<file path="src/rtl/muldiv_pkg.sv">
// Shared opcode, state and sizing constants for the HI/LO multiply/divide sequencer.
package muldiv_pkg;

  localparam int MD_WIDTH   = 32;
  localparam int ITER_COUNT = MD_WIDTH;

  localparam logic [2:0] OP_MULT  = 3'd0;
  localparam logic [2:0] OP_MULTU = 3'd1;
  localparam logic [2:0] OP_DIV   = 3'd2;
  localparam logic [2:0] OP_DIVU  = 3'd3;
  localparam logic [2:0] OP_MTHI  = 3'd4;
  localparam logic [2:0] OP_MTLO  = 3'd5;

  localparam logic [1:0] IDLE = 2'd0;
  localparam logic [1:0] ITER = 2'd1;
  localparam logic [1:0] FIX  = 2'd2;

endpackage

</file>
<file path="src/rtl/muldiv_step.sv">
// One radix-2 iteration: shift-add multiply or restoring shift-subtract divide.
// Purely combinational; acc is {upper(WIDTH+1), lower(WIDTH)}.
module muldiv_step import muldiv_pkg::*; #(
  parameter int WIDTH = MD_WIDTH
) (
  input  logic               div_mode,
  input  logic [2*WIDTH:0]   acc,
  input  logic [WIDTH-1:0]   operand,
  output logic [2*WIDTH:0]   acc_next,
  output logic               qbit
);

  logic [WIDTH:0]   sum;
  logic [WIDTH:0]   shifted;
  logic [WIDTH+1:0] diff;
  logic [WIDTH:0]   rem_n;

  always_comb begin
    sum      = '0;
    shifted  = '0;
    diff     = '0;
    rem_n    = '0;
    qbit     = 1'b0;
    acc_next = '0;
    if (div_mode) begin
      // Quotient bit lands in acc_next[0] via qbit; the FSM ORs it in.
      shifted  = acc[2*WIDTH-1:WIDTH-1];
      diff     = {1'b0, shifted} - {2'b00, operand};
      qbit     = ~diff[WIDTH+1];
      rem_n    = qbit ? diff[WIDTH:0] : shifted;
      acc_next = {rem_n, acc[WIDTH-2:0], 1'b0};
    end else begin
      sum      = acc[2*WIDTH:WIDTH] + (acc[0] ? {1'b0, operand} : '0);
      acc_next = {1'b0, sum, acc[WIDTH-1:1]};
    end
  end

endmodule

</file>
<file path="src/rtl/hilo_muldiv_ctrl.sv">
// HI/LO owner: MTHI/MTLO in one edge, mult/div in 33 busy cycles (result visible in cycle 34).
// Backpressure: stall holds any HI/LO writer or reader in decode while busy.
module hilo_muldiv_ctrl import muldiv_pkg::*; #(
  parameter int WIDTH = MD_WIDTH
) (
  input  logic             clk,
  input  logic             reset,
  input  logic             op_valid,
  input  logic [2:0]       op,
  input  logic [WIDTH-1:0] a,
  input  logic [WIDTH-1:0] b,
  input  logic             hilo_read,
  output logic             stall,
  output logic             busy,
  output logic             done,
  output logic [WIDTH-1:0] hi,
  output logic [WIDTH-1:0] lo
);

  localparam int CNT_W = $clog2(WIDTH);

  logic [1:0]         state;
  logic [CNT_W-1:0]   count;
  logic [2*WIDTH:0]   acc;
  logic [2*WIDTH:0]   step_acc;
  logic               step_qbit;
  logic [WIDTH-1:0]   opd;
  logic               is_div;
  logic               neg_q;
  logic               neg_r;

  logic               is_signed;
  logic               div_zero;
  logic [WIDTH-1:0]   a_cap;
  logic [WIDTH-1:0]   b_cap;
  logic               neg_q_in;
  logic               neg_r_in;
  logic [2*WIDTH-1:0] prod_fix;
  logic [WIDTH-1:0]   quo_fix;
  logic [WIDTH-1:0]   rem_fix;

  assign busy  = (state != IDLE);
  assign stall = busy & (op_valid | hilo_read);

  // Divide by zero keeps the raw dividend and skips sign fix so hi returns a unchanged.
  always_comb begin
    is_signed = (op == OP_MULT) || (op == OP_DIV);
    div_zero  = ((op == OP_DIV) || (op == OP_DIVU)) && (b == '0);
    a_cap     = a;
    b_cap     = b;
    if (is_signed && !div_zero && a[WIDTH-1])
      a_cap = -a;
    if (is_signed && b[WIDTH-1])
      b_cap = -b;
    neg_q_in  = is_signed && !div_zero && (a[WIDTH-1] ^ b[WIDTH-1]);
    neg_r_in  = is_signed && !div_zero && a[WIDTH-1];
  end

  always_comb begin
    prod_fix = neg_q ? -acc[2*WIDTH-1:0] : acc[2*WIDTH-1:0];
    quo_fix  = neg_q ? -acc[WIDTH-1:0] : acc[WIDTH-1:0];
    rem_fix  = neg_r ? -acc[2*WIDTH-1:WIDTH] : acc[2*WIDTH-1:WIDTH];
  end

  muldiv_step #(.WIDTH(WIDTH)) u_step (
    .div_mode (is_div),
    .acc      (acc),
    .operand  (opd),
    .acc_next (step_acc),
    .qbit     (step_qbit)
  );

  always_ff @(posedge clk or posedge reset) begin
    if (reset) begin
      state  <= IDLE;
      count  <= '0;
      acc    <= '0;
      opd    <= '0;
      is_div <= 1'b0;
      neg_q  <= 1'b0;
      neg_r  <= 1'b0;
      hi     <= '0;
      lo     <= '0;
      done   <= 1'b0;
    end else begin
      done <= (state == FIX);
      case (state)
        IDLE: begin
          if (op_valid) begin
            case (op)
              OP_MTHI: hi <= a;
              OP_MTLO: lo <= a;
              OP_MULT, OP_MULTU: begin
                acc    <= {{(WIDTH+1){1'b0}}, b_cap};
                opd    <= a_cap;
                is_div <= 1'b0;
                neg_q  <= neg_q_in;
                neg_r  <= neg_r_in;
                count  <= '0;
                state  <= ITER;
              end
              OP_DIV, OP_DIVU: begin
                acc    <= {{(WIDTH+1){1'b0}}, a_cap};
                opd    <= b_cap;
                is_div <= 1'b1;
                neg_q  <= neg_q_in;
                neg_r  <= neg_r_in;
                count  <= '0;
                state  <= ITER;
              end
              default: ;
            endcase
          end
        end
        ITER: begin
          acc   <= step_acc | {{(2*WIDTH){1'b0}}, step_qbit};
          count <= count + 1'b1;
          if (count == CNT_W'(WIDTH-1))
            state <= FIX;
        end
        FIX: begin
          hi    <= is_div ? rem_fix : prod_fix[2*WIDTH-1:WIDTH];
          lo    <= is_div ? quo_fix : prod_fix[WIDTH-1:0];
          state <= IDLE;
        end
        default: state <= IDLE;
      endcase
    end
  end

endmodule

</file>
<file path="config.mk">
export PLATFORM = sky130hd
export DESIGN_NAME = hilo_muldiv_ctrl
export DESIGN_NICKNAME = d
export VERILOG_FILES = /design/src/rtl/muldiv_pkg.sv /design/src/rtl/muldiv_step.sv /design/src/rtl/hilo_muldiv_ctrl.sv
export SDC_FILE = /design/constraint.sdc
export NUM_CORES = 1
export LEC_CHECK = 0
export CAP_MARGIN = 15
export CORE_UTILIZATION = 45
export DETAILED_ROUTE_END_ITERATION = 12
export GPL_ROUTABILITY_DRIVEN = 0
export PLACE_DENSITY = 0.69
export RECOVER_POWER = 100
export SLEW_MARGIN = 40
export SYNTH_ARGS = -nofsm -noshare
export SYNTH_HDL_FRONTEND = slang
export SYNTH_SLANG_ARGS = --single-unit
</file>
<file path="constraint.sdc">
create_clock -name clk -period 6.5 [get_ports clk]
set_input_delay 1.3 -clock clk [delete_from_list [all_inputs] [get_ports clk]]
set_output_delay 1.3 -clock clk [all_outputs]
set_load 0.05 [all_outputs]
</file>
==> results.md, run 1 <==
- The total I/O pin count is 138.
- The share of synthesized registers carrying an async set or reset is 100%.
- The detailed-route wire length per cell is 23.4 um.
- Cells with a size suffix above 1 make up about 4.3% of the layout.
- The total of fill cells in the finished design is 3075.
- The endpoint of the worst register-to-register path is acc[37].
- The worst register-to-register path begins at acc[42].
- The count of final max-slew check failures is 255.
- The number of endpoints with negative hold slack in the final report is 0.
- The worst min-delay path startpoint is hi[31].
- The slack of the worst reg-to-reg path is 1.28 ns.
- The number of clock buffers inserted by TritonCTS is 17.
- The count of state elements after synthesis is 172.
- The time the final worst path needs with I/O delays and setup is 5.37 ns.
- The buffers plus inverters on the worst setup path is 4.
- The worst hold-check slack is around 0.48 ns.
- Summing every instance area after synthesis gives 14900 um2.
- The clock network latency to the later pin of the worst-skew pair is 0.45 ns.
- For the worst setup path, the data required time is 6.85 ns.
- The sum of negative setup slack is 0 ns.
- Of all cell types, the one taking the most synthesized area is dfrtp_1.
- For this run, the detailed router's first-pass iteration total came to 8.
- The final setup skew is ~0.018 ns.
- After legalization and detailed placement, the total HPWL measured 41.6 mm.
- The worst hold path passes through 2 cells.
- Setup repair after global routing left no endpoint under its margin.
- For this configuration, the core starts out at a cell density of 45.8%.
- The final routed wirelength across all metal layers is about 55 mm.
- The synthesized instance count is 1858.
- The slowest stage of the critical path belongs to the cell clkbuf_1.
- The predominant post-synthesis flop cell is dfrtp_1.
- In the final layout, flip-flops and latches occupy 4310 um2.
- The number of nets in the layout is 2060.
- The number of distinct library cells after synthesis is 77.
- The clock-pin slew on the worst setup and hold paths is approximately 0.070 ns.
- TritonCTS built the clock tree.
- Buffers inserted to repair hold after CTS numbered 0.
- The via count of the first global-routing pass is 14500.
- Sorting the synthesized cells by area gives the leading types as dfrtp_1, xnor2_1, mux2i_1, ha_1, o21ai_0.
- Yosys mapped a number of flops with a built-in enable equal to 0.
- The clock passes through at most 2 buffers.
- The area growth from synthesis to layout is 14.9%.
- The critical-path maximum fanout is 33.
- The first-pass GRT wire length is 84.6 mm.
- The routed layout has 15300 vias.
- The count of buffers inserted at the top-level ports is about 140.
- The area of the multi-input gates is 9890 um2.
- The per-cell via count in the routed design is about 6.5.
- The sort of element at the end of the critical path is a register.
- Post-CTS repair changed the size of 0 cells.
- The detailed router finished its first iteration with between 1500 and 2000 violations.
- Global routing used 32.8% of the available tracks.
- The flow ran to the end, but the final reports show violations.
- In this run the biggest area consumer among cell types represents 28.8% of the synthesized area.
- Once detail routing completed, the nets flagged for antenna violations numbered 0.
- The worst slew slack as a fraction of its limit is -101%.
- A synthesized cell averages 8.04 um2.
- The total of warnings raised by yosys is 0.
- The final-report setup violation count is 0.
- For this design, the sink count on the clock tree is 172.
- The static leakage is 0.00679 uW.
- The arrival time at the worst endpoint is 5.72 ns.
- The critical path goes through dlygate4sd3_1 -> inv_1 -> a21oi_1 -> or2_2 -> clkbuf_1 -> clkbuf_1 -> nand2_1 -> nand2_1 -> a211oi_1 -> a211oi_1.
- The most critical setup path has its startpoint at op[2].
- The depth of the CTS H-tree is 4.
- The pin slew with the least headroom to its limit is approximately 3 ns.
- The area of the placeable core is 32600 um2.
- The fraction of the cycle the final worst path needs is 82.6%.
- The startpoint type of the worst setup path is an input port.
- The delay of the slowest cell on the worst path is 1.44 ns.
- The floorplan has 66 rows.
- The antenna diode instance count is 0.
- From bottom edge to top edge, the die measures 184 um.
- The total power per unit cell area is 621 nW/um2.
- The worst setup path is of the in2reg kind.
- The maximum clock rate is 186 MHz.
- After detailed routing, the number of remaining DRC violations is 0.
- The number of antenna violations at the first check in global routing is 2.
- The area of the die is 33900 um2.
- The worst min-delay path category is reg2reg.
- The commonest cells after synthesis are nand2_1, dfrtp_1, o21ai_0.
- The final reports fail on capacitance limit, slew limit.
- Sequential cells were found to cover 28.8% of the synthesized design area.
- The total overflow left after global routing is 0.
- The path depth of the worst reg2reg path is 11.
- CTS placed an instance of clkbuf_16 at the clock tree root.
- The x dimension of the die is 184 um.
- The most numerous cell in the Yosys netlist is nand2_1.
- The largest vdd supply drop is 0.324 mV.
- The synthesized net count is between 2000 and 2500.
- Entering global routing, the biggest net connects just over 100 pins.
- The max-capacitance violation count is 7.
- The path with the worst hold slack has its endpoint at hi[31].
- Post-CTS timing repair inserted 0 buffers for setup.
- Among cell families on the critical path, the largest total delay comes from buffers and inverters.
-- logic make-up after synthesis --
family,after synthesis,synth area share [%]
flops,172,28.8
mux,95,6.43
compound gates,585,25.3
buf+inv,188,4.84
fa+ha+maj,72,6.13
xor+xnor,171,10.0
simple gates,575,18.5
-- placed cells by master (no fill, tap or decap), drive strengths merged, types with 18 or more instances in the layout --
master | Yosys | final
nand2b | 23 | 23
and3 | 20 | 20
dlygate4sd3 | 0 | 70
inv | 60 | 64
buf | 17 | 22
mux2i | 88 | 88
clkdlybuf4s50 | 0 | 67
or3 | 20 | 20
clkbuf | 111 | 28
nor4 | 18 | 18
o211ai | 23 | 23
dfrtp | 172 | 172
a22oi | 25 | 25
nand2 | 204 | 204
nand3 | 29 | 29
ha | 70 | 70
a21oi | 132 | 132
xor2 | 56 | 56
xnor2 | 115 | 115
nor2 | 139 | 139
nor3 | 40 | 40
a31oi | 28 | 28
o221ai | 30 | 30
o21ai | 170 | 170
a21o | 35 | 35
o31ai | 24 | 24
-- worst reg2reg max path, cell delays in order, from the launching register on --
cell       delay, ns
dfrtp_1         0.56
ha_1            0.46
nand4_1         0.15
nor4_1          0.79
o31a_1          0.41
o211ai_1        0.17
a21oi_1         0.28
o2111ai_1       0.42
nand2_1         0.63
clkbuf_1        0.82
mux2i_1         0.31
o21ai_0         0.10
-- routing by layer --
metal	global-route usage, %	up-vias	share of wire, %
met2	50.6	877	44
met3	6.46	187	9.4
li1	-	6908	-
met4	18.7	2	5.8
met1	42.8	7334	41
met5	0	-	0.020
-- layout make-up --
cell class                 count  share of cell area, %
timing repair buffer         168                   9.15
clock inverter                13                  0.926
sequential                   172                   25.1
inverter                      60                   1.36
multi-input combinational   1498                   57.7
clock buffer                  19                   2.58
tap                          442                   3.22
-- registers in the layout (all words and copies together) (netlist names) --
| signal | flops |
|---|---|
| acc | 65 |
| count | 5 |
| neg_q | 1 |
| done | 1 |
| hi | 32 |
| is_div | 1 |
| opd | 32 |
| lo | 32 |
| neg_r | 1 |
| state | 2 |
-- stage by stage --
| step | total power, uW | setup slack, ns | instances | cell area [um2] | util, % |
|---|---|---|---|---|---|
| finish | 10700 | 1.13 | 2372 | 17200 | 52.6 |
| CTS | 10600 | 1.84 | 2372 | 17200 | 52.8 |
| global route | 11400 | 0.949 | 2372 | 17200 | 52.6 |
| detailed placement | 9460 | 1.74 | 2340 | 16600 | 51.0 |
| floorplan | 7440 | 0.540 | 1858 | 14900 | - |
| global placement | 9350 | 1.63 | 2340 | 16600 | 50.9 |
-- worst max-delay path by stage --
stage,endpoint,slack (ns),cells after the start
floorplan,acc[0],0.54,1
global placement,acc[23],1.63,9
detailed placement,acc[13],1.74,9
CTS,acc[37],1.84,11
global route,acc[44],0.95,11
finish,acc[63],1.13,10
-- power by group --
part	switching [uW]	total (uW)	internal, uW
clock	502	1090	589
combinational	4390	7180	2800
sequential	781	2380	1600
total	5670	10700	4990
No activity file was read; power rests on OpenSTA's default activity.
==> run 2, diff against run 1 <==
- PLACE_DENSITY: 0.69 -> 0.71
- clock period: 6.5 -> 4.85 ns (I/O delays scaled with it)
==> results.md, run 2 (synthesis results as in run 1) <==
- The final routed DRC violation total is 0 (unchanged).
- The library cell used most frequently in the layout, excluding fill and tap cells, is nand2_1.
- The max-capacitance violation count was 3 (-4).
- The total iterations of the first detailed-routing run is 7 (-1).
- The count of hold buffers inserted by post-cts repair is 0 (unchanged).
- The maximum buffer depth of the clock tree is 2 (unchanged).
- The master cell of the clock root buffer is clkbuf_16.
- The first-pass GRT wire length came to 85.3 mm (+0.82%).
- The number of clock buffers inserted by TritonCTS is 17 (unchanged).
- The per-cell via count in the routed design came to 6.57 (+1.9%).
- The depth of the CTS H-tree came to 4 (unchanged).
- The worst hold-check slack is 0.488 ns (+0.00692 ns).
- The total I/O pin count is 138 (unchanged).
- The post-cts sizing count came to 0 (unchanged).
- The global routing usage on met2 is 50.9% (+0.30 points).
- The worst setup path category is in2reg.
- The clock-pin slew on the worst setup and hold paths is 0.07 ns (about the same).
- The global routing met3 resource utilization came to 7.39% (+0.93 points).
- The final global-route overflow total is 0 (unchanged).
- The critical-path maximum fanout is 12 (-64%).
- More flip-flops sit in one register than any other, and that register is acc.
- The count of buffers inserted at the top-level ports is 137 (unchanged).
- The clock power share came to 9.9% (-0.3 points).
- The arrival time at the worst endpoint was 4.77 ns (-0.95 ns).
- The largest vdd supply drop is 0.529 mV (+64%).
- The final-report setup violation count is 0 (unchanged).
- The detailed placer's ending HPWL is 42.6 mm (+2.3%).
- The maximum number of pins on one net before global-route repair is 67 (-34%).
- The overall global routing resource usage is 33.2% (+0.43 points).
- The layout cell share with drive strength beyond 1 is 5.63% (+1.3 points).
- The static leakage was 0.00691 uW (+1.8%).
- The number of sinks on the clock net is 172 (unchanged).
- met2 is the most crowded layer.
- The worst setup path is launched from an input port.
- The remaining antenna violation count is 0 (unchanged).
- The clock network latency to the later pin of the worst-skew pair came to 0.46 ns (about the same).
- The minimum setup slack after placement is 0.491 ns (-1.25 ns).
- The smallest clock period supported by the final layout is computed as 4.43 ns.
- The total of fill cells in the finished design is 3074 (-0.033%).
- The post-layout worst setup margin is 0.419 ns (-0.711 ns).
- The starting DRC count in detailed routing was 1850 (+2.0%).
- The checks that failed: capacitance limit, slew limit.
- The number of nets in the layout was 2083 (+1.1%).
- The y dimension of the die was 184 um (unchanged).
- The total via count after detailed routing is 15700 (+2.8%).
- STA classifies the critical path endpoint as a register.
- The via count of the first global-routing pass was 14400 (-0.66%).
- The flip-flop count of the largest register after layout is 65 (unchanged).
- The global routing usage on met1 was 44.1% (+1.3 points).
- The sum of negative setup slack is 0 ns (unchanged).
- Static timing analysis puts the maximum clock frequency at 226 MHz.
- The pin slew with the least headroom to its limit was 2.28 ns (-0.726 ns).
- The final setup skew is 0.0192 ns (+0.00168 ns).
- The post-CTS repair timing setup buffer count was 0 (unchanged).
- The share of total power in sequential cells was 22.0% (-0.4 points).
- The number of endpoints with negative hold slack in the final report is 0 (unchanged).
- The share of power burned in combinational logic is 68.1% (+0.7 points).
- The CTS tree is built.
- The antenna diode instance count is 0 (unchanged).
- The x dimension of the die is 184 um (unchanged).
- The flow ran to the end, but the final reports show violations.
- The area of the placeable core is 32600 um2 (unchanged).
- The total power per unit cell area was 831 nW/um2 (+34%).
- The initial core utilization is 45.8% (unchanged).
- The layout overhead on the synthesized area is 15.9%.
- The detailed-route wire length per cell is 23.7 um (+1.6%).
- The slack of the worst reg-to-reg path is 0.65 ns (-0.63 ns).
- The number of antenna violations at the first check in global routing is 1 (-1).
- The worst slew slack as a fraction of its limit is -52.2% (+48 points).
- The final routed wirelength across all metal layers is 56.8 mm (+2.5%).
- The library cells used most frequently in the layout, excluding fill and tap cells, are nand2_1, dfrtp_1, o21ai_0.
- Setup repair after global routing left no endpoint under its margin.
- The data required time at the worst endpoint is 5.19 ns (-1.66 ns).
- The fraction of the cycle the final worst path needs is 91.4%.
- The worst min-delay path category is reg2reg.
- The count of final max-slew check failures came to 91 (-64%).
- The switching power came to 7710 uW (+36%).
- The switching share of power is 53.6% (+0.42 points).
- The row count was 66 (unchanged).
- The area of the die is 33900 um2 (unchanged).
- The internal power consumption is 6670 uW (+34%).
-- run 2: final cells by class --
type,count,area [um2],area share (%)
inverters,60,226,1.31
clock buffers,18,429,2.48
repair buffers,191,1750,10.1
multi-input cells,1498,9890,57.1
well taps,442,553,3.20
flip-flops and latches,172,4310,24.9
clock inverters,14,154,0.889
-- run 2: power groups by stage --
stage	clock, uW	combinational (uW)	sequential (uW)
after floorplan	0	6520	3450
after global placement	0	9450	3140
after detailed placement	0	9610	3160
after CTS	1420	9670	3140
after global routing	1470	10600	3220
final	1420	9790	3170
-- run 2: stage by stage --
step	utilization [%]	instances	area, um2	total power [uW]
floorplan	-	1858	14900	9970
global placement	51.5	2362	16800	12600
detailed placement	51.6	2362	16800	12800
CTS	53.3	2394	17400	14200
global route	53.1	2395	17300	15300
finish	53.1	2395	17300	14400
-- run 2: critical path, cell delays in order --
cell and delay [ns]:
dlygate4sd3_1 0.60, or4_4 0.55, or4b_1 0.57, nor4_1 0.45, a31oi_1 0.48, buf_4 0.36, o41ai_2 0.08, xor2_1 0.25
mux2i_1 0.12, a221o_1 0.34
-- run 2: routing by layer --
| metal | vias to the layer above | wire length, um | part of all wire (%) |
|---|---|---|---|
| li1 | 6973 | - | - |
| met5 | - | 13 | 0.023 |
| met4 | 2 | 3280 | 5.8 |
| met1 | 7532 | 22700 | 40 |
| met2 | 1022 | 24700 | 43 |
| met3 | 214 | 6140 | 11 |
-- run 2: final timing paths --
check,from,to,depth (start not counted)
max reg2reg,acc[0],acc[61],13
min in group asynchronous,reset,done,2
min,hi[31],hi[31],2
min reg2reg,hi[31],hi[31],2
max,b[11],acc[13],10
max in group asynchronous,reset,is_div,4
